--- src/rtl/seq_bit_serializer.sv ---
// seq_bit_serializer
// Parallel-to-serial front end for a serial "0010" sequence detector.
// Words arrive over a valid/ready handshake and leave one bit per clock.
// A one-entry holding register lets consecutive words stream with no gap.
// Between words the serial line rests at IDLE_BIT.
module seq_bit_serializer #(
  parameter int   DATA_W    = 8,
  parameter bit   MSB_FIRST = 1'b1,
  parameter logic IDLE_BIT  = 1'b1
) (
  input  logic              clk,
  input  logic              rst_n,
  input  logic [DATA_W-1:0] s_data,
  input  logic              s_valid,
  output logic              s_ready,
  output logic              ser_out,
  output logic              ser_active,
  output logic              word_done
);

  localparam int CNT_W = (DATA_W > 1) ? $clog2(DATA_W) : 1;
  localparam logic [CNT_W-1:0] LAST_CNT = CNT_W'(DATA_W - 1);

  typedef enum logic {
    IDLE  = 1'b0,
    SHIFT = 1'b1
  } state_t;

  state_t              state_q, state_d;
  logic [DATA_W-1:0]   shreg_q, shreg_d;
  logic [CNT_W-1:0]    bitcnt_q, bitcnt_d;
  logic [DATA_W-1:0]   hold_data_q, hold_data_d;
  logic                hold_full_q, hold_full_d;

  logic                accept;
  logic                last_bit;
  logic [DATA_W-1:0]   shreg_shifted;

  // Ready depends only on registered state and reset, never on s_valid.
  assign s_ready  = rst_n && !hold_full_q;
  assign accept   = s_valid && s_ready;
  assign last_bit = (state_q == SHIFT) && (bitcnt_q == LAST_CNT);

  // Outputs are decoded purely from registers, so they are glitch-free.
  assign ser_active = (state_q == SHIFT);
  assign word_done  = last_bit;
  assign ser_out    = (state_q == SHIFT)
                      ? (MSB_FIRST ? shreg_q[DATA_W-1] : shreg_q[0])
                      : IDLE_BIT;

  // Move the shift register one place toward whichever end is being sent.
  always_comb begin
    shreg_shifted = shreg_q;
    if (MSB_FIRST) begin
      shreg_shifted = {shreg_q[DATA_W-2:0], 1'b0};
    end else begin
      shreg_shifted = {1'b0, shreg_q[DATA_W-1:1]};
    end
  end

  // Next-state logic: load, shift, hand off the held word, or fall idle.
  always_comb begin
    state_d     = state_q;
    shreg_d     = shreg_q;
    bitcnt_d    = bitcnt_q;
    hold_data_d = hold_data_q;
    hold_full_d = hold_full_q;

    case (state_q)
      IDLE: begin
        // The holding register is bypassed when nothing is shifting.
        if (accept) begin
          shreg_d  = s_data;
          bitcnt_d = '0;
          state_d  = SHIFT;
        end
      end

      SHIFT: begin
        if (!last_bit) begin
          shreg_d  = shreg_shifted;
          bitcnt_d = bitcnt_q + CNT_W'(1);
          if (accept) begin
            hold_data_d = s_data;
            hold_full_d = 1'b1;
          end
        end else if (hold_full_q) begin
          // s_ready is low here, so no accept can collide with the handoff.
          shreg_d     = hold_data_q;
          hold_full_d = 1'b0;
          bitcnt_d    = '0;
        end else if (accept) begin
          shreg_d  = s_data;
          bitcnt_d = '0;
        end else begin
          state_d = IDLE;
        end
      end

      default: begin
        state_d = IDLE;
      end
    endcase
  end

  // State registers; reset discards both the shifting and the held word.
  always_ff @(posedge clk) begin
    if (!rst_n) begin
      state_q     <= IDLE;
      shreg_q     <= '0;
      bitcnt_q    <= '0;
      hold_data_q <= '0;
      hold_full_q <= 1'b0;
    end else begin
      state_q     <= state_d;
      shreg_q     <= shreg_d;
      bitcnt_q    <= bitcnt_d;
      hold_data_q <= hold_data_d;
      hold_full_q <= hold_full_d;
    end
  end

endmodule

--- config.mk ---
export PLATFORM = sky130hd
export DESIGN_NAME = seq_bit_serializer
export DESIGN_NICKNAME = d
export VERILOG_FILES = /design/src/rtl/seq_bit_serializer.sv
export SDC_FILE = /design/constraint.sdc
export NUM_CORES = 1
export LEC_CHECK = 0
export CORE_MARGIN = 5
export CORE_UTILIZATION = 52
export CTS_BUF_LIST = sky130_fd_sc_hd__clkbuf_4
export CTS_CLUSTER_SIZE = 24
export DETAILED_ROUTE_END_ITERATION = 10
export GPL_TIMING_DRIVEN = 1
export HOLD_SLACK_MARGIN = 0.12
export PLACE_DENSITY = 0.85
export SLEW_MARGIN = 5
export SYNTH_ARGS = -nofsm -noshare
export SYNTH_HDL_FRONTEND = slang
export SYNTH_SLANG_ARGS = --single-unit
export TNS_END_PERCENT = 100
--- constraint.sdc ---
create_clock -name clk -period 1.77 [get_ports clk]
set_input_delay 0.354 -clock clk [delete_from_list [all_inputs] [get_ports clk]]
set_output_delay 0.354 -clock clk [all_outputs]
set_load 0.005 [all_outputs]
Word-level counts from Yosys, hierarchy flattened
Cells that the tools add are included.
Widths: inputs -> output; s select.

operators by class
  $add $sub $neg = 1
  eq/ne operators = 1
  muxes and demuxes = 15
  bitwise logic cells = 2
  reductions and logical operators = 7

operators with widths
  cell                 count
  $mux 8               3
  $pmux 8 s2           1
  $mux 3               3
  $mux 1               6
  $pmux 3 s2           1
  $add 3x1->3 const B  1
  $eq 3x3->1 const B   1
  $logic_and 1x1->1    3
  $reduce_and 3->1     1
  $not 1->1            2
  $pmux 1 s2           1
  $reduce_and 2->1     1
  $reduce_bool 2->1    1
  $logic_not 1->1      1

word-level totals
  register bits = 21
  bits of input ports = 11
  logic and storage cells = 31

Logic depth before layout (Yosys ltp)
  depth after elaboration = 7
  depth in mapped cells = 6

Worst setup path after synthesis
Ideal clock, no wire load.

  path type = register to output
  from = register bitcnt_q[0]
  to = output port word_done
  arrival time = 1.060 ns
  required time = 1.416 ns
  setup slack = 0.356 ns
  stages on the path, launching flop included = 6
  buffers on the path = 1
  path through = dfxtp_1 -> ha_1 -> ha_1 -> buf_4 -> nand2_1 -> inv_1

on the way
  cells in the longest elaborated chain, start to end = 2

ends and longest elaborated chain
  item                      line  source
  start: declaration        31    logic [CNT_W-1:0] bitcnt_q, bitcnt_d;
  start signal: assignment  117   bitcnt_q <= bitcnt_d;
  $eq 3x3->1                42    assign last_bit = (state_q == SHIFT) && (bitcnt_q == LAST_CNT);
  $logic_and 1x1->1         42
  end: declaration          18    output logic word_done

Every way passes these cells.

Worst setup path in the final report
  from = register hold_full_q
  to = output port s_ready

on the way
  cells in the longest elaborated chain, start to end = 2

ends and longest elaborated chain
  item                      line  source
  start: declaration        33    logic hold_full_q, hold_full_d;
  start signal: assignment  119   hold_full_q <= hold_full_d;
  $logic_not 1->1           40    assign s_ready = rst_n && !hold_full_q;
  $logic_and 1x1->1         40
  end: declaration          15    output logic s_ready,

Every way passes these cells.

==> results.md <==
- Status: complete, no violations
- Avg WL per Cell: 14.2 µm
- Arr. time, crit path: 1350 ps
- Startpoint type of the worst setup path: flip-flop
- Clk pwr share: 27.3%
- Initial antenna violation count: 0
- Power consumption: 0.915 mW
- Logic pwr share: 17.2%
- Yosys top cell area share: 40.4%
- Final core utilization: 66.6%
- Overall Global Routing Usage: 17.9%
- Area of the core: 1940 µm²
- Initial DRC count: 11
- Synth Area in Compound Gates: 25.0%
- Synth warn: 0
- I/O Buffers: 14
- Sw Share: 25.3%
- Sequential share of the synthesized area: 40.4%
- Clk Latency, worst-skew pair: 300 ps
- Most common cell in the netlist: dfxtp_1
- Chip Height: 54.7 µm
- Max Cap Viol: 0
- # rows: 16
- Ys flop type: dfxtp_1
- Largest family of logic cells by synthesized area: compound AO/OA/AOI/OAI gates
- Met2 routed WL: 1.21 mm
- Vias in the first global route: 894
- Worst setup margin: 63.7 ps
- Detail Placement HPWL: 1.69 mm
- Static Leak: 0.549 nW
- N_diodes: 0
- Max-slew violations: 0
- Fin nets: 147
- Post-synth top area cell: dfxtp_1
- Critical path class: flip-flop to output port
- Worst Clk Skew: 6.45 ps
- H-tree Lvls: 1
- R2r worst-path depth: 6
- PwrDens: 708 nW/µm²
- Commonest cells post-synth: dfxtp_1, a21boi_1, nand3_1, o21ai_0
- CTS tree: done
- Via count: 912
- Die width: 54.7 µm
- Fillers: 165
- I/O pin count: 15
- CTS sink cnt: 21
- Reg area: 424 µm²
- Mux share of post-synthesis cell area: 7.70%
- Highest Signal Layer: met4
- Hold depth: 2
- Post-synthesis register bit count: 21
- First-pass GRT wire length: 3.86 mm
- Largest net degree at the start of global routing: 18
- Drt pass-1 iters: 4
- Gr ovfl total: 0
- Syn Nets: 125
- Root Buffer: clkbuf_4
- Die Area: 2990 µm²
- Sequential Power Share: 55.4%
- Setup violations, final: 0
- Area of the multi-input gates: 563 µm²
- Layout area overhead: 24.3%
- Required time worst endpoint: 1420 ps
- Simple-Gate Fraction of Synth Area: 18.5%
- Num CTS Buffers: 3
- Net Switching: 0.231 mW
- Adder-Cell Fraction of Synth Area: 2.41%
- Number of enable flip-flop cells after synthesis: 0
- Slew HR: 80.7%
- Post-synthesis area per instance: 9.28 µm²
- Final ANT Viol Nets: 0
- Setup_tns: 0 ps
- CP endpoint kind: output port
- Initial Util: 53.5%
- Synthesized area: 1040 µm²
- Pre-CTS setup slack: -113 ps
- Top post-synthesis cells by area: dfxtp_1, mux2i_1, a21boi_1
- Synth async-reset ratio: 0%
- # DRC: 0
- Worst VDD drop: 517 µV
- Hold_ws: 478 ps
- Share of cells above drive strength 1: 18.0%
- Met3 WL: 73 µm
- Reg clk slew, reported paths: 120 ps
- CTS max path bufs: 2
- XOR/XNOR Fraction of Synth Area: 0%
- Wire length on met1: 953 µm
- RePlAce Congestion: 0.796
- Internal power: 0.684 mW
- Worst hold path type: flip-flop to flip-flop
- Mapped Cells: 112
- Vias per inst: 5.70
- Worst slew pin tran: 289 ps
- WL final: 2.28 mm
- Fin crit period: 1710 ps
- Cts hold-fix bufs: 0
- Fmax: 586 MHz
- RSZ-0062 raised after global routing: false
- Crit-path max FO: 9
- Final hold violation count: 0
- Count of cell types in the netlist: 28
- Crit share post-route: 96.4%
registers in the layout (all words and copies together) (netlist names):
name,flops
shreg_q,8
hold_full_q,1
ser_active,1
bitcnt_q,3
hold_data_q,8
cell type report:
class / count / share of cell area (%)
clock buffer: 4 / 2.32
inverter: 2 / 0.581
tap: 27 / 2.61
sequential: 21 / 32.8
multi-input combinational: 81 / 43.6
timing repair buffer: 25 / 18.1
worst max-delay path, cell delays in order (launching register included):
cell             delay (ps)
dfxtp_1                 410
nor2b_1                 130
clkdlybuf4s50_1         510
kinds of logic (layout without fill, tap and decap cells):
logic type      count (synthesis)  in the layout
compound gates                 40             40
fa+ha+maj                       2              2
buf+inv                        10             31
flops                          21             21
mux                             8              8
simple gates                   31             31
repair_timing:
action,in CTS,in global routing
cloned,0,0
gates resized for setup,6,2
buffers inserted,1,1
setup endpoints to repair,2,2
per-layer routing:
layer	global-route usage, %	vias to the layer above
met4	8.71	0
li1	-	454
met3	3.54	6
met1	20.2	437
met5	0	-
met2	31.7	15
stage by stage:
stage / instance area [µm²] / std cells
2_1_floorplan: 1040 / 112
3_3_place_gp: 1240 / 154
3_5_place_dp: 1240 / 154
4_1_cts: 1280 / 159
5_1_grt: 1290 / 160
6_report: 1290 / 160
final timing paths:
check	start	to	slack, ps
worst max-delay path	hold_full_q	s_ready	60
worst min-delay path	hold_data_q[0]	shreg_q[0]	480
worst max register to register	bitcnt_q[0]	bitcnt_q[0]	190
worst min register to register	hold_data_q[0]	shreg_q[0]	480
power groups by stage:
stage / clock [mW] / sequential, mW / combinational [mW]
floorplan: 0 / 0.511 / 0.0927
global placement: 0 / 0.515 / 0.153
detailed placement: 0 / 0.517 / 0.157
global route: 0.276 / 0.510 / 0.173
finish: 0.250 / 0.507 / 0.158
CTS: 0.253 / 0.506 / 0.159
cell usage in the layout, fill, tap and decap left out, types with 2 or more instances in the layout:
master,n
dfxtp_1,18
clkdlybuf4s50_1,12
a21boi_1,10
buf_4,10
nand3_1,9
o21ai_0,9
mux2i_1,8
o22ai_1,8
nor2b_1,7
a31oi_1,7
nand2_1,4
clkbuf_4,4
dfxtp_2,3
inv_1,2
nor2_1,2
and2b_1,2
o211ai_1,2
(Power assumes the default switching activity.)
